`config.mk`:
```
export PLATFORM = sky130hd
export DESIGN_NAME = mmx_operand_read
export DESIGN_NICKNAME = d
export VERILOG_FILES = /design/src/rtl/mmx_pkg.sv /design/src/rtl/mmx_operand_mux.sv /design/src/rtl/mmx_operand_read.sv
export SDC_FILE = /design/constraint.sdc
export NUM_CORES = 1
export LEC_CHECK = 0
export ABC_AREA = 0
export CAP_MARGIN = 20
export CORE_AREA = 5 5 279 281
export DETAILED_ROUTE_END_ITERATION = 10
export DIE_AREA = 0 0 284 286
export PLACE_DENSITY = 0.45
export SYNTH_ARGS = -nofsm -noshare
export SYNTH_HDL_FRONTEND = slang
export SYNTH_SLANG_ARGS = --single-unit
```
`constraint.sdc`:
```
create_clock -name clk -period 3.5 [get_ports clk]
set_input_delay 0.7 -clock clk [delete_from_list [all_inputs] [get_ports clk]]
set_output_delay 0.7 -clock clk [all_outputs]
set_load 0.02 [all_outputs]
```
`src/rtl/mmx_pkg.sv`:
```
// rtl/mmx_pkg.sv - shared MMX register-file constants and types
package mmx_pkg;

  localparam int MMX_DATA_W = 64;
  localparam int MMX_SEL_W  = 3;
  localparam int MMX_NREGS  = 8;

  typedef logic [MMX_SEL_W-1:0]  mmx_sel_t;
  typedef logic [MMX_DATA_W-1:0] mmx_data_t;

  // One-hot register vector for a select, all zero when not enabled.
  function automatic logic [MMX_NREGS-1:0] mmx_onehot(input mmx_sel_t sel, input logic en);
    logic [MMX_NREGS-1:0] vec;
    vec = '0;
    if (en) vec[sel] = 1'b1;
    return vec;
  endfunction

endpackage

```
`src/rtl/mmx_operand_mux.sv`:
```
// rtl/mmx_operand_mux.sv - 8:1 operand select with writeback bypass override
module mmx_operand_mux
  import mmx_pkg::*;
#(
  parameter int DATA_WIDTH = MMX_DATA_W
) (
  input  logic [DATA_WIDTH-1:0] regs [MMX_NREGS],
  input  mmx_sel_t              sel,
  input  logic [DATA_WIDTH-1:0] wb_data,
  input  logic                  bypass,
  output logic [DATA_WIDTH-1:0] data
);

  // Bypass is only asserted when the writeback targets sel this cycle.
  always_comb begin
    data = regs[sel];
    if (bypass) data = wb_data;
  end

endmodule

```
`src/rtl/mmx_operand_read.sv`:
```
// rtl/mmx_operand_read.sv - MMX operand read, pending scoreboard and 1-deep issue stage (option: MMX_WB_BYPASS_EN)
module mmx_operand_read
  import mmx_pkg::*;
#(
  parameter int DATA_WIDTH = MMX_DATA_W,
  parameter int SEL_WIDTH  = MMX_SEL_W
) (
  input  logic                  clk,
  input  logic                  reset,
  input  logic                  in_valid,
  output logic                  in_ready,
  input  logic [SEL_WIDTH-1:0]  src_a_sel,
  input  logic [SEL_WIDTH-1:0]  src_b_sel,
  input  logic [SEL_WIDTH-1:0]  dst_sel,
  input  logic                  dst_en,
  input  logic [DATA_WIDTH-1:0] mm0_in,
  input  logic [DATA_WIDTH-1:0] mm1_in,
  input  logic [DATA_WIDTH-1:0] mm2_in,
  input  logic [DATA_WIDTH-1:0] mm3_in,
  input  logic [DATA_WIDTH-1:0] mm4_in,
  input  logic [DATA_WIDTH-1:0] mm5_in,
  input  logic [DATA_WIDTH-1:0] mm6_in,
  input  logic [DATA_WIDTH-1:0] mm7_in,
  input  logic [DATA_WIDTH-1:0] writeback_data,
  input  logic [SEL_WIDTH-1:0]  writeback_select,
  input  logic                  writeback_enable,
  output logic                  out_valid,
  input  logic                  out_ready,
  output logic [DATA_WIDTH-1:0] op_a,
  output logic [DATA_WIDTH-1:0] op_b,
  output logic [SEL_WIDTH-1:0]  out_dst_sel,
  output logic                  out_dst_en
);

  logic [DATA_WIDTH-1:0] mm [MMX_NREGS];
  logic [MMX_NREGS-1:0]  wb_hit;
  logic [MMX_NREGS-1:0]  bypass_ok;
  logic [MMX_NREGS-1:0]  pending;
  logic [MMX_NREGS-1:0]  set_vec;
  logic [DATA_WIDTH-1:0] data_a;
  logic [DATA_WIDTH-1:0] data_b;
  logic                  hazard_a;
  logic                  hazard_b;
  logic                  hazard_waw;
  logic                  stall;
  logic                  accept;

  assign mm[0] = mm0_in;
  assign mm[1] = mm1_in;
  assign mm[2] = mm2_in;
  assign mm[3] = mm3_in;
  assign mm[4] = mm4_in;
  assign mm[5] = mm5_in;
  assign mm[6] = mm6_in;
  assign mm[7] = mm7_in;

  assign wb_hit = mmx_onehot(writeback_select, writeback_enable);

`ifdef MMX_WB_BYPASS_EN
  // A register being written back is readable in the same cycle.
  assign bypass_ok = wb_hit;
`else
  // Without bypass a pending source waits until the cycle after its writeback.
  assign bypass_ok = '0;
`endif

  // Hazard detection and handshake; in_ready does not look at in_valid.
  always_comb begin
    hazard_a   = pending[src_a_sel] & ~bypass_ok[src_a_sel];
    hazard_b   = pending[src_b_sel] & ~bypass_ok[src_b_sel];
    hazard_waw = dst_en & pending[dst_sel] & ~wb_hit[dst_sel];
    stall      = hazard_a | hazard_b | hazard_waw;
    in_ready   = (~out_valid | out_ready) & ~stall;
    accept     = in_valid & in_ready;
    set_vec    = mmx_onehot(dst_sel, accept & dst_en);
  end

  mmx_operand_mux #(.DATA_WIDTH(DATA_WIDTH)) u_mux_a (
    .regs    (mm),
    .sel     (src_a_sel),
    .wb_data (writeback_data),
    .bypass  (bypass_ok[src_a_sel]),
    .data    (data_a)
  );

  mmx_operand_mux #(.DATA_WIDTH(DATA_WIDTH)) u_mux_b (
    .regs    (mm),
    .sel     (src_b_sel),
    .wb_data (writeback_data),
    .bypass  (bypass_ok[src_b_sel]),
    .data    (data_b)
  );

  // Scoreboard: a new destination claim beats a writeback clear on the same register.
  always_ff @(posedge clk) begin
    if (reset) pending <= '0;
    else       pending <= (pending & ~wb_hit) | set_vec;
  end

  // Issue stage: load on accept, drain when execute takes the op, otherwise hold.
  always_ff @(posedge clk) begin
    if (reset) begin
      out_valid   <= 1'b0;
      op_a        <= '0;
      op_b        <= '0;
      out_dst_sel <= '0;
      out_dst_en  <= 1'b0;
    end else if (accept) begin
      out_valid   <= 1'b1;
      op_a        <= data_a;
      op_b        <= data_b;
      out_dst_sel <= dst_sel;
      out_dst_en  <= dst_en;
    end else if (out_ready) begin
      out_valid   <= 1'b0;
    end
  end

endmodule

```
======== Word-level counts from Yosys, hierarchy flattened ========
Memory sizes are Yosys's and may differ from the RTL's.
Index checks and enable logic that the tools add are counted.
word-level totals
  memories ................................ 2
  register bits ........................... 141
  output and inout port bits .............. 134
  ROM bits ................................ 16
  input bits .............................. 594
  word-level logic and storage cells ...... 65
operators by class
  bitwise operators ....................... 20
  $lt $le $gt $ge ......................... 8
  reductions and logical operators ........ 3
  mux-type cells .......................... 26
memories
  name             words  width  rd ports  clocked after Yosys merged registers in  write ports  line                    RTL
  (no name shown)  8      1      1         0                                        0            mmx_operand_read.sv:90  .bypass (bypass_ok[src_b_sel]),
  (no name shown)  8      1      1         0                                        0            mmx_operand_read.sv:82  .bypass (bypass_ok[src_a_sel]),
operators by type and width
  operator                                                                              number
  64-bit binary-select mux with 3-bit select                                            2
  64-bit two-way mux                                                                    6
  3-bit by 4-bit less-than comparator with 1-bit output (second input constant)         4
  8-bit two-way mux                                                                     2
  1-bit binary-select mux with 3-bit select                                             4
  1-bit two-way mux                                                                     10
  8-bit bitwise AND                                                                     1
  4-bit greater-or-equal comparator (second input constant)                             2
  3-bit inverter with 4-bit output                                                      2
  8-bit inverter                                                                        1
  8-bit OR                                                                              1
  1-bit bitwise AND                                                                     7
  1-bit demux with 3-bit select                                                         2
  3-bit by 1-bit greater-or-equal comparator with 1-bit output (second input constant)  2
  1-bit inverter                                                                        5
  1-bit OR                                                                              3
  1-bit logical AND                                                                     2
  2-bit nonzero test                                                                    1

======== Longest topological paths before layout ========
  word-level depth ........................ 16
  mapped depth ............................ 10
  depth with buffers taken out ............ 6

======== Hierarchy ========
A second synthesis with hierarchy kept.
second synthesis, totals
  cell total of the unflattened synthesis .. 1827
  area total of the unflattened synthesis .. 16324.4 um^2
modules (own cells, without submodules)
  module            cells an instance  sequential area each (um^2)  area an instance (um^2)  instances
  mmx_operand_mux   585                0.0                          5182.5                   2
  mmx_operand_read  657                2822.7                       5959.5                   1

======== Least setup slack after synthesis ========
OpenSTA, ideal clock, no wires.
  path kind ............................... input to output
  start point ............................. input port writeback_select[1]
  end point ............................... output port in_ready
  arrival ................................. 2780 ps
  path buffers ............................ 4
  setup slack ............................. 20 ps
  required time ........................... 2800 ps
  stages on the path ...................... 9
  path through ............................ clkbuf_1 > nor4b_1 > a2bb2oi_1 > o21a_1 > o211ai_1 > buf_2 > buf_2 > buf_2 > nor4bb_1
on the way
  word-level cells in the longest chain between the ends .. 12
  elaborated cells between the ends (all ways) .. 13
ends and longest elaborated chain
  item                                                                                                                                                                line                    RTL
  start: declaration                                                                                                                                                  mmx_operand_read.sv:25  input logic [SEL_WIDTH-1:0] writeback_select,
  3-bit by 4-bit less-than comparator with 1-bit output (not written as such) / 3-bit by 1-bit greater-or-equal comparator with 1-bit output (equally long branches)  mmx_pkg.sv:15           if (en) vec[sel] = 1'b1;
  1-bit logical AND (not written as such)                                                                                                                             mmx_pkg.sv:15
  1-bit two-way mux (not written as such)                                                                                                                             mmx_pkg.sv:15
  1-bit demux with 3-bit select *                                                                                                                                     mmx_pkg.sv:15
  8-bit two-way mux *                                                                                                                                                 mmx_pkg.sv:15
  1-bit binary-select mux with 3-bit select *                                                                                                                         mmx_operand_read.sv:71  hazard_waw = dst_en & pending[dst_sel] & ~wb_hit[dst_sel];
  1-bit two-way mux (not written as such) *                                                                                                                           mmx_operand_read.sv:71
  1-bit inverter *                                                                                                                                                    mmx_operand_read.sv:71
  1-bit bitwise AND *                                                                                                                                                 mmx_operand_read.sv:71
  1-bit OR *                                                                                                                                                          mmx_operand_read.sv:72  stall = hazard_a | hazard_b | hazard_waw;
  1-bit inverter *                                                                                                                                                    mmx_operand_read.sv:73  in_ready = (~out_valid | out_ready) & ~stall;
  1-bit bitwise AND *                                                                                                                                                 mmx_operand_read.sv:73
  end: declaration                                                                                                                                                    mmx_operand_read.sv:11  output logic in_ready,
Every way passes the cells marked *; elsewhere a longest branch is shown, timed or not. The select of a mux whose other input is x is not followed.

======== Worst setup path after layout ========
Ends and elaborated chain as after synthesis.

==> results.md <==
* Post-route minimum period at 3.32 ns
* Die ar. at 81200 um^2
* Slowest CP cell: clkdlybuf4s50_1
* Number of antenna violations at the first check in global routing at 4
* Cells on worst reg2reg path at 8
* Detailed Route Iter0 Violations at 468
* Sequential share of the synthesized area at 22.3%
* Synth Flop Type: dfxtp_1
* TritonCTS clock tree: built
* Worst path bufs/invs at 4
* Max VDD drop at 340 uV
* Total grt overflow at 0
* Vias per cell at 4.70
* Vias in the first global route at 13.5k
* Leading post-synthesis cells by cell area: mux4_2 (46%), dfxtp_1 (22%), mux2i_1 (11%), a211oi_1 (7.7%), a21oi_1 (5.2%)
* Vias at 12.2k
* Synth-to-Final Area Change at 67.6%
* R2r endpoint: op_a[42]
* WL final at 64.9 mm
* Top Ports at 728
* DP Wirelength at 51.8 mm
* I/O Buffers at 663
* Initial Util at 16.8%
* Req. time, crit path at 2.80 ns
* Core footprint at 75200 um^2
* Layout cells sized above 1 at 22.4%
* WP depth at 9
* Yosys cell types at 36
* CP max FO at 5
* Cell family with most CP delay: buffers and inverters
* Synthesized flop and latch total at 141
* Worst path cell trace: clkdlybuf4s50_1, buf_4, nand2b_1, o22ai_1, a41oi_1, o211ai_1, nor4bb_1, buf_4, clkbuf_2
* Final Skew at 0.0118 ns
* RSZ-0062 raised after global routing: false
* Drt first pass iters at 5
* Startpoint Class: input pin
* Synth top area share at 46.2%
* Post-synth EDFFs at 0
* Final worst-path cycle share at 94.8%
* Cell Rows at 101
* PwrDens at 314 nW/um^2
* Clock sinks at 141
* Critical path launch point: writeback_select[1]
* Final ANT Viol Nets at 0
* Die Wd at 284 um
* Synth area leader: mux4_2
* Worst skew pair latency at 0.47 ns
* Leak pwr at 7.28 nW
* Syn_nets at 1594
* Largest net degree at the start of global routing at 73
* Yosys warning count at 0
* Clock slew at reported path FFs at 0.06 ns
* Chip Height at 286 um
* Multi-input logic area at 9220 um^2
* Post-synth ARST share at 0%
* Fmax at 301 MHz
* Outcome: finished clean
* Setup Buffers After CTS at 0
* Syn Inst Count at 1000
* Final setup viols at 0
* Root Driver: clkbuf_16
* Reg-to-reg slack, setup at 0.89 ns
* Crit path kind: input pin to output pin
* GRT Overall Usage at 15.5%
* Max_slew headroom at 34.5%
* First-pass GRT wire length at 94.9 mm
* Arr. time, crit path at 2.62 ns
* CP endpoint: in_ready
* Synth Cell Area at 12600 um^2
* Fillers at 7750
* CTS buffer count at 17
* Hold Buf Count CTS at 0
* Placed cell count at 2567
* Maxcap violations at 0
* Bufs on Longest Clock Path at 2
* Final Hold Vio Count at 0
* DR WL/cell at 25.0 um
* Slew Viols, Final at 0
* Nets at 2202
* Worst hold path class: register to register
* Residual DRC count at 0
* Cell mode on critical path: buf_4
* Worst R2R Start: pending[3]
* Setup_tns at 0 ns
* Least-Margin Pin Slew at 0.983 ns
* CTS H-tree depth at 4
* Delay of the slowest critical-path stage at 0.50 ns
* Reg area at 2820 um^2
* CP Capture Type: output pin
* Mean Syn Cell Area at 12.6 um^2
* # resized after CTS at 4
* Final Non-Filler Cells at 2602
* RePlAce Congestion at 0.831
## layer usage
metal  share of wire, %  up-vias  GRT usage [%]  wire, um
li1                   -     5506              -         -
met1                 39     6155           17.7     25400
met2                 51      499           27.4     32900
met3                7.8       53           5.51      5040
met4                2.4        4           4.52      1590
met5              0.048        -              0        31
## power by group
group	switching (mW)	internal, mW
Sequential	0.0915	1.77
Combinational	1.23	1.57
Clock	0.772	1.21
Total	2.10	4.55
## flip-flops by register name (all words and copies together), names as in the netlist
| signal | cells |
|---|---|
| op_a | 64 |
| op_b | 64 |
| pending | 8 |
| out_dst_sel | 3 |
| out_dst_en | 1 |
| out_valid | 1 |
## layout by cell type, fill, tap and decap left out, types with 3 or more instances in the layout
| master | n |
|---|---|
| buf_4 | 54 |
| a211oi_1 | 129 |
| clkbuf_16 | 17 |
| bufinv_16 | 3 |
| a21oi_1 | 130 |
| diode_2 | 4 |
| mux4_2 | 259 |
| clkdlybuf4s50_1 | 654 |
| mux2i_1 | 135 |
| nand2_1 | 12 |
| clkinvlp_4 | 3 |
| o21ai_1 | 4 |
| o21ai_0 | 5 |
| nand4_1 | 5 |
| clkbuf_8 | 5 |
| nand3_1 | 4 |
| buf_12 | 11 |
| nand4b_1 | 3 |
| nand2b_1 | 5 |
| o22ai_1 | 3 |
| dfxtp_1 | 141 |
| inv_1 | 5 |
## worst min-delay path by stage
stage	depth (start not counted)	to	slack [ns]	startpoint
floorplan	2	pending[2]	0.47	pending[2]
global placement	2	out_dst_sel[1]	0.44	out_dst_sel[1]
detailed placement	2	out_dst_en	0.45	out_dst_en
CTS	2	out_dst_sel[2]	0.47	out_dst_sel[2]
global route	2	out_dst_sel[2]	0.48	out_dst_sel[2]
finish	2	out_dst_sel[0]	0.46	out_dst_sel[0]
## final cells by class
cell class / count / area share, %
timing repair buffer: 725 / 34.2
tap: 978 / 5.78
antenna: 4 / 0.0473
clock buffer: 23 / 2.35
inverter: 6 / 0.106
clock inverter: 8 / 0.615
sequential: 141 / 13.3
multi-input combinational: 717 / 43.6
## logic make-up after synthesis
kind of cell / count (synthesis) / synth area share, %
xor gates and xnor gates: 2 / 0.139
muxes: 394 / 56.9
DFF: 141 / 22.3
and+or+nand+nor: 40 / 1.93
buffers and inverters: 142 / 4.72
AOI/OAI and AO/OA: 281 / 14.0
## worst register-to-register path, delay by kind of cell (launching register included)
kind / cells / cell delay [ns]
AO/OA/AOI/OAI: 5 / 1.03
buffers and inverters: 2 / 1.02
multiplexers: 1 / 0.14
flip-flops: 1 / 0.34
## stage by stage
| step | setup slack (ns) | utilization (%) | area (um^2) | hold slack (ns) | total power [mW] |
|---|---|---|---|---|---|
| after floorplan | 0.0201 | - | 12600 | 0.471 | 3.24 |
| after global placement | -0.358 | 27.3 | 20500 | 0.445 | 4.71 |
| after detailed placement | -0.372 | 27.3 | 20500 | 0.453 | 4.74 |
| after CTS | 0.00953 | 28.1 | 21200 | 0.469 | 6.80 |
| after global routing | 0.0502 | 28.1 | 21200 | 0.482 | 7.01 |
| final | 0.183 | 28.2 | 21200 | 0.462 | 6.65 |
## cells in the mapped netlist, types with 2 or more instances
| library cell | number |
|---|---|
| nand4_1 | 5 |
| mux2i_1 | 135 |
| nand3_1 | 4 |
| nand2_1 | 12 |
| mux4_2 | 259 |
| nand4b_1 | 3 |
| xor2_1 | 2 |
| o311ai_0 | 2 |
| nand2b_1 | 5 |
| nor4b_1 | 2 |
| clkbuf_1 | 77 |
| o22ai_1 | 3 |
| nor4bb_1 | 2 |
| o21ai_1 | 4 |
| a21oi_1 | 130 |
| and2_1 | 2 |
| a211oi_1 | 129 |
| o21ai_0 | 5 |
| buf_2 | 51 |
| buf_1 | 8 |
| inv_1 | 5 |
| dfxtp_1 | 141 |
(Power assumes the default switching activity.)
